## src/rtl/pwm_setting_sequencer.sv

```systemverilog
// Button-driven PWM frequency/duty code sequencer: debounced targets, codes applied on period edges.
// Optional soft-start duty ramp is enabled by defining PWM_SOFTSTART_EN.
module pwm_setting_sequencer #(
    parameter int unsigned DEB_CYCLES   = 50000,
    parameter int unsigned RAMP_PERIODS = 4
) (
    input  logic       CLKin,
    input  logic       rst,
    input  logic       btn_cf_up,
    input  logic       btn_cf_dn,
    input  logic       btn_cc_up,
    input  logic       btn_cc_dn,
    input  logic       period_end,
    output logic [3:0] Cf,
    output logic [3:0] Cc,
    output logic [3:0] cf_tgt,
    output logic [3:0] cc_tgt,
    output logic       busy
);

    localparam int unsigned DebW = $clog2(DEB_CYCLES + 1);
    localparam logic [DebW-1:0] DebLast = DebW'(DEB_CYCLES - 1);

    typedef enum logic [1:0] {StIdle, StWaitEdge, StApply} state_e;

    // Bit order: 0 cf_up, 1 cf_dn, 2 cc_up, 3 cc_dn
    logic [3:0]      btn_raw;
    logic [3:0]      sync1_q, sync2_q;
    logic [3:0]      deb_q, deb_d, deb_prev_q;
    logic [DebW-1:0] deb_cnt_q [4];
    logic [DebW-1:0] deb_cnt_d [4];
    logic [3:0]      press;

    state_e     state_q, state_d;
    logic [3:0] cf_q, cf_d, cc_q, cc_d;
    logic [3:0] cf_tgt_q, cf_tgt_d, cc_tgt_q, cc_tgt_d;
    logic       busy_q, busy_d;

`ifdef PWM_SOFTSTART_EN
    localparam int unsigned RampW = $clog2(RAMP_PERIODS + 1);
    localparam logic [RampW-1:0] RampLast = RampW'(RAMP_PERIODS - 1);
    logic [RampW-1:0] ramp_cnt_q, ramp_cnt_d;
`endif

    assign btn_raw = {btn_cc_dn, btn_cc_up, btn_cf_dn, btn_cf_up};
    assign press   = deb_q & ~deb_prev_q;

    always_comb begin
        for (int i = 0; i < 4; i++) begin
            deb_d[i]     = deb_q[i];
            deb_cnt_d[i] = '0;
            if (sync2_q[i] != deb_q[i]) begin
                if (deb_cnt_q[i] == DebLast) begin
                    deb_d[i] = ~deb_q[i];
                end else begin
                    deb_cnt_d[i] = deb_cnt_q[i] + 1'b1;
                end
            end
        end
    end

    always_comb begin
        cf_tgt_d = cf_tgt_q;
        cc_tgt_d = cc_tgt_q;
        if (press[0] && !press[1] && cf_tgt_q != 4'd8) begin
            cf_tgt_d = cf_tgt_q + 4'd1;
        end else if (press[1] && !press[0] && cf_tgt_q != 4'd1) begin
            cf_tgt_d = cf_tgt_q - 4'd1;
        end
        if (press[2] && !press[3] && cc_tgt_q != 4'd8) begin
            cc_tgt_d = cc_tgt_q + 4'd1;
        end else if (press[3] && !press[2] && cc_tgt_q != 4'd0) begin
            cc_tgt_d = cc_tgt_q - 4'd1;
        end
    end

    always_comb begin
        state_d = state_q;
        cf_d    = cf_q;
        cc_d    = cc_q;
`ifdef PWM_SOFTSTART_EN
        ramp_cnt_d = ramp_cnt_q;
`endif
        unique case (state_q)
            StIdle: begin
                if (cf_tgt_q != cf_q || cc_tgt_q != cc_q) state_d = StWaitEdge;
            end
            StWaitEdge: begin
                // Applied codes take the targets registered before this cycle.
                if (period_end) begin
                    state_d = StApply;
                    cf_d    = cf_tgt_q;
`ifdef PWM_SOFTSTART_EN
                    if (ramp_cnt_q == RampLast) begin
                        ramp_cnt_d = '0;
                        if (cc_q < cc_tgt_q) begin
                            cc_d = cc_q + 4'd1;
                        end else if (cc_q > cc_tgt_q) begin
                            cc_d = cc_q - 4'd1;
                        end
                    end else begin
                        ramp_cnt_d = ramp_cnt_q + 1'b1;
                    end
`else
                    cc_d = cc_tgt_q;
`endif
                end
            end
            StApply: begin
                if (cf_q == cf_tgt_q && cc_q == cc_tgt_q) begin
                    state_d = StIdle;
                end else begin
                    state_d = StWaitEdge;
                end
            end
            default: state_d = StIdle;
        endcase
`ifdef PWM_SOFTSTART_EN
        if (cc_q == cc_tgt_q) ramp_cnt_d = '0;
`endif
        busy_d = (cf_d != cf_tgt_d) || (cc_d != cc_tgt_d);
    end

    always_ff @(posedge CLKin) begin
        if (rst) begin
            sync1_q    <= '0;
            sync2_q    <= '0;
            deb_q      <= '0;
            deb_prev_q <= '0;
            for (int i = 0; i < 4; i++) deb_cnt_q[i] <= '0;
            state_q    <= StIdle;
            cf_q       <= 4'd1;
            cc_q       <= 4'd0;
            cf_tgt_q   <= 4'd1;
            cc_tgt_q   <= 4'd0;
            busy_q     <= 1'b0;
`ifdef PWM_SOFTSTART_EN
            ramp_cnt_q <= '0;
`endif
        end else begin
            sync1_q    <= btn_raw;
            sync2_q    <= sync1_q;
            deb_q      <= deb_d;
            deb_prev_q <= deb_q;
            for (int i = 0; i < 4; i++) deb_cnt_q[i] <= deb_cnt_d[i];
            state_q    <= state_d;
            cf_q       <= cf_d;
            cc_q       <= cc_d;
            cf_tgt_q   <= cf_tgt_d;
            cc_tgt_q   <= cc_tgt_d;
            busy_q     <= busy_d;
`ifdef PWM_SOFTSTART_EN
            ramp_cnt_q <= ramp_cnt_d;
`endif
        end
    end

    assign Cf     = cf_q;
    assign Cc     = cc_q;
    assign cf_tgt = cf_tgt_q;
    assign cc_tgt = cc_tgt_q;
    assign busy   = busy_q;

endmodule

```

## config.mk

```make
export PLATFORM = sky130hd
export DESIGN_NAME = pwm_setting_sequencer
export DESIGN_NICKNAME = d
export VERILOG_FILES = /design/src/rtl/pwm_setting_sequencer.sv
export SDC_FILE = /design/constraint.sdc
export NUM_CORES = 1
export LEC_CHECK = 0
export ABC_AREA = 1
export BUFFER_PORTS_ARGS = -buffer_cell sky130_fd_sc_hd__buf_2
export CAP_MARGIN = 20
export CELL_PAD_IN_SITES_DETAIL_PLACEMENT = 1
export CELL_PAD_IN_SITES_GLOBAL_PLACEMENT = 1
export CORE_UTILIZATION = 25
export CTS_BUF_LIST = sky130_fd_sc_hd__clkbuf_4
export DETAILED_ROUTE_END_ITERATION = 12
export GPL_TIMING_DRIVEN = 0
export PLACE_DENSITY = 0.46
export SYNTH_ARGS = -nofsm -noshare
export SYNTH_HDL_FRONTEND = slang
export SYNTH_SLANG_ARGS = --single-unit
```

## constraint.sdc

```tcl
create_clock -name CLKin -period 4.83 [get_ports CLKin]
set_input_delay 0.2415 -clock CLKin [delete_from_list [all_inputs] [get_ports CLKin]]
set_output_delay 0.2415 -clock CLKin [all_outputs]
set_load 0.02 [all_outputs]
```

==> results.ini, run 1 <==
[die]
pin_count = 24
die_y_um = 141
fp.dieW_um = 141
core_area_um2 = 18800
row_count = 50
start_util_pct = 25.7
die-area_um2 = 19900

[yosys]
synth.area.top_cells = dfxtp_1 (41%), nand2_1 (11%), nor2_1 (7.5%), inv_1 (7.1%), nand3_1 (4.7%)
synth_cell_types = 36
synth_async_sr_flop_share_pct = 0
yosys.area.top_type = dfxtp_1
synth-seq-cells = 99
synth_most_common_cell = nand2_1
syn_area_um2 = 4840
yosysWarnings = 0
seq_area_frac_synth_pct = 41.0
ys.flop_type = dfxtp_1
syn-num-nets = 689
synthTopCellsByCount = nand2_1 (136), dfxtp_1 (99), nor2_1 (97)
synth.avg_cell_area_um2 = 7.19
synth_cells = 673
synth-edff-count = 0
synthDominantCellAreaShare_pct = 41.0

[worst_setup_path]
worst-path-stages = 12
critPathKind = reg2reg
cp-start-kind = register
r2r-end = busy
r2r_cells = 12
cp_top_family = simple AND/OR/NAND/NOR gates
path_buf_inv = 1
r2r_slack_ns = 2.65
critPathMaxStageDelay_ns = 0.52
crit_end = busy
crit_arrival_ns = 2.55
path_cells = inv_1 -> ha_1 -> nand2_1 -> nand3_2 -> nand2_1 -> nand2_1 -> nand3_1 -> nand2_1 -> nor2_1 -> nand2_1 -> nor2_1 -> a21oi_1
startpoint = cc_tgt[0]
worst_path_max_delay_cell = dfxtp_1
crit_path_end_kind = register
reg2reg_from = cc_tgt[0]
cp.required_ns = 5.20
path_max_fanout = 7
cp_common_cell = nand2_1

[place]
gp_congestion = 0.795
portBuffers = 22
dp_hpwl_mm = 9.17
placed_cell_area_um2 = 5270
dp_cells = 955

[clock_tree]
cts_made_buffers = 9
cts_tree = yes
path_clk_slew_ns = 0.18
clk_path_buf_depth = 2
cts-root-buf = clkbuf_4
clkSinkCount = 99
insertion_delay_ns = 0.48
cts_max_level = 3

[global_routing]
grt.overflow.total = 0
grt_pass1_vias = 4289
grt_first_pass_wirelength_mm = 20.4
track_usage_pct = 12.9
grt_max_degree = 20
antenna_found_initial = 1

[sta]
clock_skew_ns = 0.0126
fin_crit_sh_pct = 45.1
tightestPinTransition_ns = 0.581
slew_headroom_pct = 61.1
drv_slew = 0
rsz0062_at_grt = no
finalSetupViolCount = 0
fin_setup_tns_ns = 0
fin_crit_ns = 2.18
holdWs_ns = 0.177
max_freq_mhz = 459
finalHoldViolations = 0

[routing]
ant_nets = 0
vias = 4196
drc = 0
wl_per_cell_um = 12.1
wl_mm = 11.8
dr.pass1.iters = 4
via_per_inst = 4.29
drtIter0Drc = 127

[final_layout]
layout.nets = 727
design_area_um2 = 5470
instances_no_fill = 977
drive_gt1_share_pct = 14.1
area_growth_syn_to_layout_pct = 13.0
fillerInstances = 2347

[min_path]
hp-class = in2reg

[pwr]
finalPower_uw = 1300
powerDensity_nw_per_um2 = 238
total_leakage_power_uw = 0.00214
peakVddDrop_mv = 0.128

[outcome]
outcome = finished, final reports clean

[flow_run]
cap_violations = 0

area by class of cell:
class,instances,area [µm²],share of cell area [%]
flip-flops and latches,99,1980,36.3
diodes,1,2.50,0.0458
multi-input cells,466,2440,44.6
well taps,260,325,5.95
plain buffers,11,55.1,1.01
clock inverters,7,71.3,1.30
repair buffers,27,160,2.93
inverters,97,364,6.66
clock buffers,9,67.6,1.24
kinds of logic (layout without fill, tap and decap cells):
group	after synthesis	after routing	share of synthesized area (%)
fa+ha+maj	9	9	2.33
other cells	0	1	0
flops	99	99	41.0
simple gates	379	379	38.1
xor+xnor	20	20	3.62
buf+inv	108	151	8.66
compound gates	58	58	6.28
state kept, by name, summed over array words and instances, names as in the netlist:
name	count
busy	1
cc_tgt	4
deb_cnt_q	64
sync1_q	4
Cf	4
cf_tgt	4
sync2_q	4
deb_q	4
deb_prev_q	4
Cc	4
state_q	2
where the power goes:
group / switching (µW) / internal [µW]
clock: 329 / 120
combinational: 17.3 / 9.30
sequential: 2.24 / 822
layer usage:
layer / global-route usage, % / up-vias / share of wire [%]
met3: 3.36 / 6 / 2.4
met4: 3.43 / 0 / 0.97
met5: 0 / - / 0
met1: 16.5 / 1946 / 51
li1: - / 2219 / -
met2: 21.6 / 25 / 46
how the worst min path moves through the flow:
| stage | startpoint | depth (start not counted) | to |
|---|---|---|---|
| 6_report | rst | 2 | deb_q[2] |
| 5_1_grt | rst | 2 | deb_q[2] |
| 4_1_cts | period_end | 4 | state_q[0] |
| 3_5_place_dp | sync1_q[0] | 2 | sync2_q[0] |
| 3_3_place_gp | sync1_q[2] | 2 | sync2_q[2] |
| 2_1_floorplan | btn_cf_up | 2 | sync1_q[0] |
stage by stage:
step	worst slack, ns	util (%)
floorplan	2.99	-
global placement	2.67	28.0
detailed placement	2.65	28.0
CTS	2.65	29.0
global route	2.44	29.0
finish	2.65	29.0
cells in the final DEF (no fill, tap or decap), types with 3 or more instances in the layout:
cell type / count
nand2_1: 136
dfxtp_1: 99
nor2_1: 97
inv_1: 91
nand3_1: 45
a21oi_1: 33
buf_2: 25
nor3_1: 21
o21ai_0: 19
xor2_1: 15
nor2_2: 13
nor4_1: 10
nand4_1: 9
nand3_2: 9
ha_1: 9
clkbuf_4: 9
nand2_2: 8
nor3b_1: 8
inv_2: 6
nor3_2: 5
xnor2_1: 5
dlygate4sd3_1: 5
nor2_4: 4
clkbuf_1: 4
or2_2: 4
or2_0: 3
worst reg2reg max path: stages, from the launching register on:
cell and delay [ns]:
dfxtp_1 0.52, inv_1 0.21, ha_1 0.29, nand2_1 0.17, nand3_2 0.18, nand2_1 0.13, nand2_1 0.08, nand3_1 0.08
nand2_1 0.05, nor2_1 0.10, nand2_1 0.08, nor2_1 0.11, a21oi_1 0.08
what timing repair did:
item | in CTS | in global routing
gates resized for setup | 0 | 0
hold buffers | 4 | 1
buffers inserted | 0 | 0
endpoints found under the hold margin | 4 | 1
(Power assumes the default switching activity.)
==> run 2, diff against run 1 <==
--- a/config.mk
+++ b/config.mk
@@ -14,7 +14,7 @@
 export CTS_BUF_LIST = sky130_fd_sc_hd__clkbuf_4
 export DETAILED_ROUTE_END_ITERATION = 12
 export GPL_TIMING_DRIVEN = 0
-export PLACE_DENSITY = 0.46
+export PLACE_DENSITY = 0.48
 export SYNTH_ARGS = -nofsm -noshare
 export SYNTH_HDL_FRONTEND = slang
 export SYNTH_SLANG_ARGS = --single-unit
==> constraint.sdc (replaced) <==
create_clock -name CLKin -period 2 [get_ports CLKin]
set_input_delay 0.1 -clock CLKin [delete_from_list [all_inputs] [get_ports CLKin]]
set_output_delay 0.1 -clock CLKin [all_outputs]
set_load 0.02 [all_outputs]
==> run 2 against run 1 <==
Net effect: total power grew 130%; global-route usage fell by 0.15 points; cell count fell by 0.10%; first-iteration DRC count fell by 24%; count of clock-buffer cells in the layout stayed put; critical path depth unchanged; wire length fell by 0.65%; sequential power rose by 140%; die area is the same; via count decreased by 0.14%.
==> results.ini, run 2 (synthesis gave the netlist of run 1 again) <==
[final_layout]
top_register = deb_cnt_q
mostFrequentLayoutCells = nand2_1 (135), dfxtp_1 (95), nor2_1 (95)
drive_gt1_share_pct = 15.6
fillerInstances = 2352
design_area_um2 = 5490
area_growth_syn_to_layout_pct = 13.4
final_common_cell = nand2_1
largest_register_ffs = 64
layout.nets = 727
diodes = 0
instances_no_fill = 976

[global_routing]
grt_max_degree = 16
grt.overflow.total = 0
antenna_found_initial = 0
grt_first_pass_wirelength_mm = 20.4
track_usage_pct = 12.8
grt_pass1_vias = 4392

[clock_tree]
path_clk_slew_ns = 0.16
cts_setup_buffers = 0
cts-root-buf = clkbuf_4
cts_made_buffers = 9
clk_path_buf_depth = 2
cts_max_level = 3
cts_tree = yes
insertion_delay_ns = 0.47
clkSinkCount = 99

[routing]
wl_mm = 11.7
ant_nets = 0
wl_per_cell_um = 12.0
via_per_inst = 4.29
drc = 0
dr.pass1.iters = 4
vias = 4190
drtIter0Drc = 96

[sta]
fin_setup_tns_ns = 0
fin_crit_ns = 1.86
setup_slack_ns = 0.142
slew_headroom_pct = 56.1
fin_crit_sh_pct = 92.9
drv_slew = 0
tightestPinTransition_ns = 0.658
rsz0062_at_grt = yes
finalSetupViolCount = 0
clock_skew_ns = 0.0132
max_freq_mhz = 538
finalHoldViolations = 0

[worst_setup_path]
cp_common_cell = nand2_1
cp.required_ns = 2.35
critPathMaxStageDelay_ns = 0.42
crit_path_end_kind = register
path_max_fanout = 7
path_cells = inv_1 -> ha_2 -> nand3_1 -> nand3_4 -> inv_2 -> o21ai_0 -> nand2_1 -> nand2_1 -> nand2_1 -> nand3_1 -> nor2_1 -> a21oi_1
r2r_slack_ns = 0.14
r2r-end = busy
path_buf_inv = 2
crit_arrival_ns = 2.21
reg2reg_from = cc_tgt[0]
worst_path_max_delay_cell = dfxtp_4
cp_top_family = simple AND/OR/NAND/NOR gates
r2r_cells = 12
cp-start-kind = register
startpoint = cc_tgt[0]
critPathKind = reg2reg

[place]
place_ws_ns = -0.170
portBuffers = 22
dp_hpwl_mm = 9.00
gp_congestion = 0.789
placed_cell_area_um2 = 5270
dp_cells = 955

[die]
start_util_pct = 25.7
core_area_um2 = 18800
die-area_um2 = 19900
fp.dieW_um = 141
die_y_um = 141
row_count = 50
pin_count = 24

[min_path]
worstHoldStart = rst
hold_end = deb_q[2]
hold_depth = 2
hp-class = in2reg

[pwr]
total_leakage_power_uw = 0.00216
peakVddDrop_mv = 0.306
finalPower_uw = 2990
powerDensity_nw_per_um2 = 544

[flow_run]
cap_violations = 0

[outcome]
outcome = finished, final reports clean

[run 2: cell types whose count changed in the layout (fill, tap and decap cells not counted), moves of 3 or more]
cell / before / now
clkinv_2: 0 / 3
clkinv_1: 0 / 3
dfxtp_1: 99 / 95
inv_1: 91 / 88
inv_2: 6 / 9
[run 2: cell type report]
type | instances | area [µm²] | area share [%]
plain buffers | 11 | 55.1 | 1.00
clock buffers | 9 | 67.6 | 1.23
clock inverters | 7 | 35.0 | 0.638
inverters | 97 | 364 | 6.63
multi-input cells | 466 | 2490 | 45.4
flip-flops and latches | 99 | 1990 | 36.3
well taps | 260 | 325 | 5.93
repair buffers | 27 | 160 | 2.92
[run 2: power by group]
| group | internal, µW | leakage, µW | switching, µW |
|---|---|---|---|
| Combinational | 22.8 | 0.00130 | 43.7 |
| Sequential | 1980 | 0.000801 | 5.27 |
| Clock | 241 | 0.0000620 | 693 |
| Total | 2240 | 0.00216 | 742 |
[run 2: timing repair]
action,in CTS,in global routing
setup endpoints to repair,1,23
pin swaps,0,1
endpoints found under the hold margin,5,0
hold buffers,5,0
resized for setup,6,14
[run 2: stage by stage]
step / hold slack [ns] / utilization, %
2_1_floorplan: 0.207 / -
3_3_place_gp: 0.319 / 28.0
3_5_place_dp: 0.322 / 28.0
4_1_cts: 0.000351 / 28.9
5_1_grt: 0.0151 / 29.1
6_report: 0.0284 / 29.1
[run 2: how the worst max path moves through the flow]
| stage | to | slack [ns] | cells after the start |
|---|---|---|---|
| floorplan | busy | 0.16 | 12 |
| global placement | busy | -0.13 | 12 |
| detailed placement | busy | -0.17 | 12 |
| CTS | busy | 0.01 | 12 |
| global route | busy | -0.09 | 11 |
| finish | busy | 0.14 | 12 |
[run 2: metal layers]
| layer | global-route usage, % | part of all wire, % | up-vias |
|---|---|---|---|
| li1 | - | - | 2206 |
| met1 | 15.5 | 49 | 1954 |
| met2 | 22.5 | 48 | 23 |
| met3 | 3.46 | 2.4 | 7 |
| met4 | 2.57 | 0.79 | 0 |
| met5 | 0 | 0 | - |
